<file path="src/rtl/spi_periph_pkg.sv">
// Shared definitions for the SPI register-file peripheral: FSM encoding,
// frame-field position helpers and the error counter width.
package spi_periph_pkg;

  localparam int unsigned ERR_CNT_W = 8;

  typedef enum logic [2:0] {
    ST_IDLE,
    ST_ADDR,
    ST_DATA,
    ST_DONE,
    ST_OVF
  } state_e;

  // Frame layout, MSB first on the wire: {rw, addr, data}
  function automatic int unsigned frame_w(input int unsigned addr_w, input int unsigned data_w);
    return 1 + addr_w + data_w;
  endfunction

  function automatic int unsigned rw_pos(input int unsigned addr_w, input int unsigned data_w);
    return addr_w + data_w;
  endfunction

  function automatic int unsigned addr_lsb(input int unsigned data_w);
    return data_w;
  endfunction

endpackage

</file>
<file path="src/rtl/spi_in_sync.sv">
// Multi-flop synchroniser for one asynchronous SPI pin, with optional
// rise/fall detection taken against one extra delay flop.
module spi_in_sync #(
  parameter int unsigned STAGES  = 2,
  parameter logic        RST_VAL = 1'b0,
  parameter bit          EDGES   = 1'b1
) (
  input  logic clk,
  input  logic rst,
  input  logic d_i,
  output logic q_o,
  output logic rise_o,
  output logic fall_o
);

  logic [STAGES-1:0] sync_q;

  always_ff @(posedge clk) begin
    if (rst) sync_q <= {STAGES{RST_VAL}};
    else     sync_q <= {sync_q[STAGES-2:0], d_i};
  end

  assign q_o = sync_q[STAGES-1];

  if (EDGES) begin : g_edge
    logic dly_q;

    always_ff @(posedge clk) begin
      if (rst) dly_q <= RST_VAL;
      else     dly_q <= q_o;
    end

    assign rise_o = q_o & ~dly_q;
    assign fall_o = ~q_o & dly_q;
  end else begin : g_no_edge
    assign rise_o = 1'b0;
    assign fall_o = 1'b0;
  end

endmodule

</file>
<file path="src/rtl/spi_regfile_periph.sv">
// SPI mode-0 peripheral: register file written/read by fixed-length frames,
// committed only on a clean CS release, with malformed frames counted.
module spi_regfile_periph
  import spi_periph_pkg::*;
#(
  parameter int unsigned ADDR_W      = 7,
  parameter int unsigned DATA_W      = 8,
  parameter int unsigned NUM_REGS    = 5,
  parameter int unsigned SYNC_STAGES = 2
) (
  input  logic                         clk,
  input  logic                         rst,
  input  logic                         sclk_raw,
  input  logic                         mosi_raw,
  input  logic                         cs_n_raw,
  output logic                         miso,
  output logic                         miso_oe,
  output logic [NUM_REGS*DATA_W-1:0]   regs_flat,
  output logic                         wr_strobe,
  output logic [ADDR_W-1:0]            wr_addr,
  output logic [ERR_CNT_W-1:0]         frame_err_cnt
);

  localparam int unsigned FRAME_W  = frame_w(ADDR_W, DATA_W);
  localparam int unsigned BC_W     = $clog2(FRAME_W + 1);
  localparam int unsigned HDR_RW   = rw_pos(ADDR_W, 0);
  localparam int unsigned FRM_RW   = rw_pos(ADDR_W, DATA_W);
  localparam int unsigned FRM_ADDR = addr_lsb(DATA_W);

  logic       unused_sclk_lvl;
  logic [1:0] unused_mosi_edges;
  logic       sclk_rise, sclk_fall;
  logic       mosi_s;
  logic       cs_n_s, cs_rise, cs_fall;

  spi_in_sync #(.STAGES(SYNC_STAGES), .RST_VAL(1'b0), .EDGES(1'b1)) u_sync_sclk (
    .clk(clk), .rst(rst), .d_i(sclk_raw),
    .q_o(unused_sclk_lvl), .rise_o(sclk_rise), .fall_o(sclk_fall)
  );

  spi_in_sync #(.STAGES(SYNC_STAGES), .RST_VAL(1'b0), .EDGES(1'b0)) u_sync_mosi (
    .clk(clk), .rst(rst), .d_i(mosi_raw),
    .q_o(mosi_s), .rise_o(unused_mosi_edges[0]), .fall_o(unused_mosi_edges[1])
  );

  spi_in_sync #(.STAGES(SYNC_STAGES), .RST_VAL(1'b1), .EDGES(1'b1)) u_sync_cs (
    .clk(clk), .rst(rst), .d_i(cs_n_raw),
    .q_o(cs_n_s), .rise_o(cs_rise), .fall_o(cs_fall)
  );

  state_e                       state_q;
  logic [FRAME_W-1:0]           shift_q;
  logic [FRAME_W-1:0]           shift_c;
  logic [BC_W-1:0]              bit_cnt_q;
  logic                         rw_q;
  logic [DATA_W-1:0]            tx_q;
  logic [NUM_REGS*DATA_W-1:0]   regs_q;
  logic                         miso_q, miso_oe_q, wr_strobe_q;
  logic [ADDR_W-1:0]            wr_addr_q;
  logic [ERR_CNT_W-1:0]         err_cnt_q;
  logic [DATA_W-1:0]            rd_data_c;
  logic                         wr_hit_c;

  assign shift_c = {shift_q[FRAME_W-2:0], mosi_s};

  // Read lookup on the address as it completes; out-of-range reads return 0
  always_comb begin
    rd_data_c = '0;
    for (int i = 0; i < NUM_REGS; i++) begin
      if (shift_c[ADDR_W-1:0] == ADDR_W'(i)) rd_data_c = regs_q[i*DATA_W +: DATA_W];
    end
  end

  always_comb begin
    wr_hit_c = 1'b0;
    for (int i = 0; i < NUM_REGS; i++) begin
      if (shift_q[FRM_ADDR +: ADDR_W] == ADDR_W'(i)) wr_hit_c = 1'b1;
    end
  end

  always_ff @(posedge clk) begin
    if (rst) begin
      state_q     <= ST_IDLE;
      shift_q     <= '0;
      bit_cnt_q   <= '0;
      rw_q        <= 1'b0;
      tx_q        <= '0;
      regs_q      <= '0;
      miso_q      <= 1'b0;
      miso_oe_q   <= 1'b0;
      wr_strobe_q <= 1'b0;
      wr_addr_q   <= '0;
      err_cnt_q   <= '0;
    end else begin
      wr_strobe_q <= 1'b0;
      miso_oe_q   <= ~cs_n_s;

      // CS release outranks any SCLK edge seen in the same cycle
      if (state_q != ST_IDLE && cs_rise) begin
        state_q <= ST_IDLE;
        miso_q  <= 1'b0;
        if (state_q == ST_DONE) begin
          if (shift_q[FRM_RW] && wr_hit_c) begin
            for (int i = 0; i < NUM_REGS; i++) begin
              if (shift_q[FRM_ADDR +: ADDR_W] == ADDR_W'(i))
                regs_q[i*DATA_W +: DATA_W] <= shift_q[DATA_W-1:0];
            end
            wr_strobe_q <= 1'b1;
            wr_addr_q   <= shift_q[FRM_ADDR +: ADDR_W];
          end
        end else if (err_cnt_q != '1) begin
          err_cnt_q <= err_cnt_q + 1'b1;
        end
      end else begin
        case (state_q)
          ST_IDLE: begin
            if (cs_fall) begin
              state_q   <= ST_ADDR;
              shift_q   <= '0;
              bit_cnt_q <= '0;
              rw_q      <= 1'b0;
              tx_q      <= '0;
              miso_q    <= 1'b0;
            end
          end
          ST_ADDR: begin
            if (sclk_rise) begin
              shift_q <= shift_c;
              if (bit_cnt_q == BC_W'(ADDR_W)) begin
                state_q   <= ST_DATA;
                bit_cnt_q <= '0;
                rw_q      <= shift_c[HDR_RW];
                tx_q      <= shift_c[HDR_RW] ? '0 : rd_data_c;
              end else begin
                bit_cnt_q <= bit_cnt_q + 1'b1;
              end
            end
          end
          ST_DATA: begin
            if (sclk_rise) begin
              shift_q <= shift_c;
              if (bit_cnt_q == BC_W'(DATA_W - 1)) state_q <= ST_DONE;
              else                                 bit_cnt_q <= bit_cnt_q + 1'b1;
            end
            if (sclk_fall && !rw_q) begin
              miso_q <= tx_q[DATA_W-1];
              tx_q   <= {tx_q[DATA_W-2:0], 1'b0};
            end
          end
          ST_DONE: begin
            if (sclk_rise) state_q <= ST_OVF;
          end
          ST_OVF: begin
          end
          default: state_q <= ST_IDLE;
        endcase
      end
    end
  end

  assign miso          = miso_q;
  assign miso_oe       = miso_oe_q;
  assign regs_flat     = regs_q;
  assign wr_strobe     = wr_strobe_q;
  assign wr_addr       = wr_addr_q;
  assign frame_err_cnt = err_cnt_q;

endmodule

</file>
<file path="config.mk">
export PLATFORM = sky130hd
export DESIGN_NAME = spi_regfile_periph
export DESIGN_NICKNAME = d
export VERILOG_FILES = /design/src/rtl/spi_periph_pkg.sv /design/src/rtl/spi_in_sync.sv /design/src/rtl/spi_regfile_periph.sv
export SDC_FILE = /design/constraint.sdc
export NUM_CORES = 1
export LEC_CHECK = 0
export ABC_AREA = 1
export ABC_CLOCK_PERIOD_IN_PS = 3000
export CAP_MARGIN = 20
export CORE_UTILIZATION = 61
export CTS_BUF_LIST = sky130_fd_sc_hd__clkbuf_4
export DETAILED_ROUTE_END_ITERATION = 16
export GPL_TIMING_DRIVEN = 0
export PLACE_DENSITY_LB_ADDON = 0.3
export SLEW_MARGIN = 40
export SYNTH_ARGS = -nofsm -noshare
export SYNTH_HDL_FRONTEND = slang
export SYNTH_HIERARCHICAL = 1
export SYNTH_SLANG_ARGS = --single-unit
</file>
<file path="constraint.sdc">
create_clock -name clk -period 3 [get_ports clk]
set_clock_uncertainty 0.1 [all_clocks]
set_input_delay 0.45 -clock clk [delete_from_list [all_inputs] [get_ports clk]]
set_output_delay 0.45 -clock clk [all_outputs]
set_load 0.1 [all_outputs]
</file>
Word level (Yosys, flattened, before mapping)
Cells that the tools add are included.
{"block": "totals", "ff_bits": 99, "in_bits": 5, "output_inout_bits": 58, "wordCells": 123}
{"block": "op_classes", "n_eq_ne": 23, "n_reduce_logical": 28, "n_mux": 39, "n_addsub": 2, "bitwise_logic": 11}
{"operator": "2-to-1 mux 8 bit", "n": 10}
{"operator": "2-to-1 mux 16 bit", "n": 2}
{"operator": "one-hot mux 16 bit (2 select lines)", "n": 1}
{"operator": "== test 7 x 2 -> 1 bit, second input constant", "n": 4}
{"operator": "2-to-1 mux 5 bit", "n": 5}
{"operator": "one-hot mux 8 bit (3 select lines)", "n": 1}
{"operator": "AND reduction 4 bit", "n": 6}
{"operator": "2-to-1 mux 3 bit", "n": 6}
{"operator": "inequality test 2 bit, second input constant", "n": 8}
{"operator": "one-hot mux 3 bit (5 select lines)", "n": 1}
{"operator": "one-hot mux 5 bit (3 select lines)", "n": 1}
{"operator": "== test 7 x 1 -> 1 bit, second input constant", "n": 2}
{"operator": "== test 7 x 3 -> 1 bit, second input constant", "n": 2}
{"operator": "logical NOT 7 bit", "n": 2}
{"operator": "AND reduction 6 bit", "n": 2}
{"operator": "2-to-1 mux 1 bit", "n": 10}
{"operator": "AND reduction 3 bit", "n": 3}
{"operator": "adder 8 x 1 -> 8 bit, second input constant", "n": 1}
{"operator": "inequality test 8 bit, second input constant", "n": 1}
{"operator": "NOT 1 bit", "n": 7}
{"operator": "AND reduction 7 bit", "n": 1}
{"operator": "== test 3 x 2 -> 1 bit, second input constant", "n": 2}
{"operator": "nonzero test 2 bit", "n": 3}
{"operator": "nonzero test 3 bit", "n": 2}
{"operator": "other kinds (13)", "n": 20}

Logic depth before layout (Yosys ltp)
{"block": "logic_depth", "word_depth": 10, "depth_mapped": 11, "depth_no_buf": 11}

By module
Netlist, hierarchy kept.
{"module": "spi_regfile_periph", "cells_per_inst": 607, "instances": 1, "seq_area_each_um2": 1821.7, "area_each_um2": 4389.2}
{"module": "spi_in_sync (u_sync_cs)", "cells_per_inst": 13, "instances": 1, "seq_area_each_um2": 60.1, "area_each_um2": 97.6}
{"module": "spi_in_sync (u_sync_sclk)", "cells_per_inst": 12, "instances": 1, "seq_area_each_um2": 60.1, "area_each_um2": 93.8}
{"module": "spi_in_sync (u_sync_mosi)", "cells_per_inst": 9, "instances": 1, "seq_area_each_um2": 40.0, "area_each_um2": 73.8}

Worst setup path before layout
Ideal clock, no wire load.
{"block": "synth_timing", "path_kind": "flip-flop to flip-flop", "from": "register err_cnt_q[1], in the netlist frame_err_cnt[1]", "to": "register err_cnt_q[3], in the netlist frame_err_cnt[3]", "setup_time_ns": 0.166, "n_path_buf": 0, "stages_incl_launch_ff": 9, "arrival_time_ns": 2.015, "period_less_slack_ns": 2.281, "t_required_ns": 2.734, "path_slack_ns": 0.719, "cell_sequence": "dfxtp_1 ha_1 nand3_1 nor2_1 nand2_1 nand3_2 nor2_1 o21ai_0 a21oi_1"}
{"block": "synth_via", "elab_chain_len": 2, "elab_cells_between_ends": 3, "cone_classes": "1 x add/sub; 1 x eq/ne; 1 x reduce/logical"}
{"item": "from (decl)", "line": "spi_regfile_periph.sv:60", "rtl": "logic [ERR_CNT_W-1:0] err_cnt_q;"}
{"item": "from (signal assigned)", "line": "spi_regfile_periph.sv:112", "rtl": "err_cnt_q <= err_cnt_q + 1'b1;"}
{"item": "branches (longest 2 deep; another with adder 8 x 1 -> 8 bit)"}
Several ways; the timed one is not identified.
A chain may end at the register's enable or synchronous reset.

==> qor.yml <==
logic_synthesis:
  netlist_area_sq_mm: 0.00464
  yosysWarningCount: 6
  synth_nets: 645
  avgSynthCellArea_sq_um: 7.27
  syn_inst: 638
critical_path:
  setup.worst_path.start_class: "input pin"
  cp.arrival_ns: 2.44
  worstPathRequired_ns: 3.30
  path_class: "in -> reg"
  cp_max_fo: 11
  crit_path_end_kind: "register"
pwr:
  intPower_mw: 1.87
  irDropWorstVdd_v: 0.000373
  sw_frac_of_total_pct: 36.0
  power_switching_mw: 1.05
  fin_total_pwr_mw: 2.92
  p_seq_share_pct: 48.6
  clock_power_share_pct: 24.6
  cellPowerDensity_mw_per_mm2: 559
  p_leak_nw: 2.47
  pwr-share-comb_pct: 26.8
drt:
  vias: 4542
  via_per_inst: 5.57
  drtAntennaViolNets: 0
  finalWirelength_um: 12000
  drc: 0
  wire_per_inst_um: 14.7
  drtPass1Iterations: 7
  drtIter0Drc: 336
cts:
  clk_pin_slew_ns: 0.14
  cts_made_buffers: 9
  cts-root-buf: "clkbuf_4"
  ctsHoldBuffers: 0
  post_cts_buffers: 0
  clockBufferDepth: 2
  htreeDepth: 3
  worstSkewPairLatency_ns: 0.47
  cts_sinks: 99
  cts_tree: "done"
  ctsResizeCount: 0
floorplan:
  std_cell_rows: 31
  die_width_um: 89.2
  pin_count: 63
  die_y_um: 89.2
  die_area_sq_mm: 0.00795
  fp.coreArea_sq_mm: 0.00729
  initial_core_util_pct: 63.6
layout:
  drive_above_1_share_pct: 17.6
  syn_to_final_growth_pct: 12.8
  final_nets: 718
  fin_area_sq_mm: 0.00523
  diodes: 0
placed_design:
  post-place-ws_ns: 0.407
  gp_congestion: 0.910
  io_buffers: 62
  detailed_place_hpwl_um: 8690
  place_area_sq_mm: 0.00509
sta:
  max_freq_mhz: 467
  layout_setup_ws_ns: 0.857
  rsz0062_at_grt: "false"
  fin_crit_ns: 2.14
  slew_headroom_pct: 56.9
  drv_slew: 0
  fin_setup_tns_ns: 0
  setup_violations: 0
  worst-slew-pin-transition_ns: 0.647
  finalHoldViolations: 0
  finalCritPeriodShare_pct: 71.4
  hold_slack_ns: 0.316
global_route:
  grt_usage_pct: 31.5
  grt_pass1_vias: 4092
  antenna_found_initial: 0
  grt_overflow: 0
  grt_first_pass_wirelength_um: 18800
  grt_max_degree: 18
status:
  outcome: "completed"
flow_run:
  drv_cap: 0
worst_hold_path:
  worstHoldPathType: "reg -> reg"
==> state kept, by name, indices dropped and copies added (netlist names) <==
name and count:
wr_addr 7, rw_q 1, bit_cnt_q 5, u_sync_mosi/sync_q 2, u_sync_cs/g_edge.dly_q 1, tx_q 8
wr_strobe 1, state_q 3, u_sync_sclk/g_edge.dly_q 1, u_sync_cs/sync_q 2, miso_oe 1, shift_q 16
miso 1, u_sync_sclk/sync_q 2, regs_flat 40, frame_err_cnt 8
==> metal layers <==
layer,vias to the layer above,track usage [%],routed length (um)
met5,-,0,0
met4,0,19.0,447
met3,40,5.26,766
met2,184,53.4,5900
met1,2092,37.6,4900
li1,2226,-,-
==> cell usage in the layout (no fill, tap or decap), types with 2 or more instances in the layout <==
cell,count
buf_4,3
buf_2,65
nor2_2,5
buf_6,2
inv_1,63
nand2_4,2
a21oi_1,52
xor2_1,2
dfxtp_1,99
xnor2_1,2
nand3_2,7
nand4_1,2
ha_1,2
clkbuf_4,9
o21ai_1,7
nand2_2,5
clkinv_2,3
and3_1,4
clkbuf_1,16
nor2_1,103
nor3_2,2
o21bai_1,12
inv_6,2
a211oi_1,9
nor2_4,5
nor3_1,12
nand2_1,97
a31oi_1,9
o21ai_0,31
clkdlybuf4s50_1,4
nand3_1,60
inv_2,5
nor2_8,2
==> path summary, 6_finish.rpt <==
kind         cells after the start             startpoint                     to  slack [ns]
max                              6                    rst          regs_flat[33]        0.86
min                              2  u_sync_sclk/sync_q[0]  u_sync_sclk/sync_q[1]        0.32
max reg2reg                      9             shift_q[5]                tx_q[7]        0.97
min reg2reg                      2  u_sync_sclk/sync_q[0]  u_sync_sclk/sync_q[1]        0.32
==> worst max-delay path, cell delays in order <==
cell             delay, ns
clkdlybuf4s50_1       0.64
inv_1                 0.19
clkbuf_1              0.46
clkbuf_1              0.48
nand2_1               0.12
nor2_1                0.09
==> final cells by class <==
| type | count | area, sq um |
|---|---|---|
| inverter | 70 | 267 |
| sequential | 99 | 1980 |
| multi-input combinational | 440 | 2230 |
| clock buffer | 9 | 67.6 |
| clock inverter | 7 | 73.8 |
| buffer | 29 | 155 |
| tap | 99 | 124 |
| fill | 641 | 2060 |
| timing repair buffer | 62 | 330 |
==> power groups by stage <==
| stage | Combinational [mW] | Sequential [mW] | Clock (mW) |
|---|---|---|---|
| floorplan | 0.568 | 1.47 | 0 |
| global placement | 0.738 | 1.44 | 0 |
| detailed placement | 0.768 | 1.45 | 0 |
| CTS | 0.776 | 1.42 | 0.726 |
| global route | 0.862 | 1.42 | 0.780 |
| finish | 0.784 | 1.42 | 0.720 |
==> through the flow <==
step / utilization, % / instances
after floorplan: - / 638
after global placement: 73.8 / 799
after detailed placement: 69.8 / 799
after CTS: 71.7 / 815
after global routing: 71.7 / 815
final: 71.7 / 815
(Power assumes the default switching activity.)
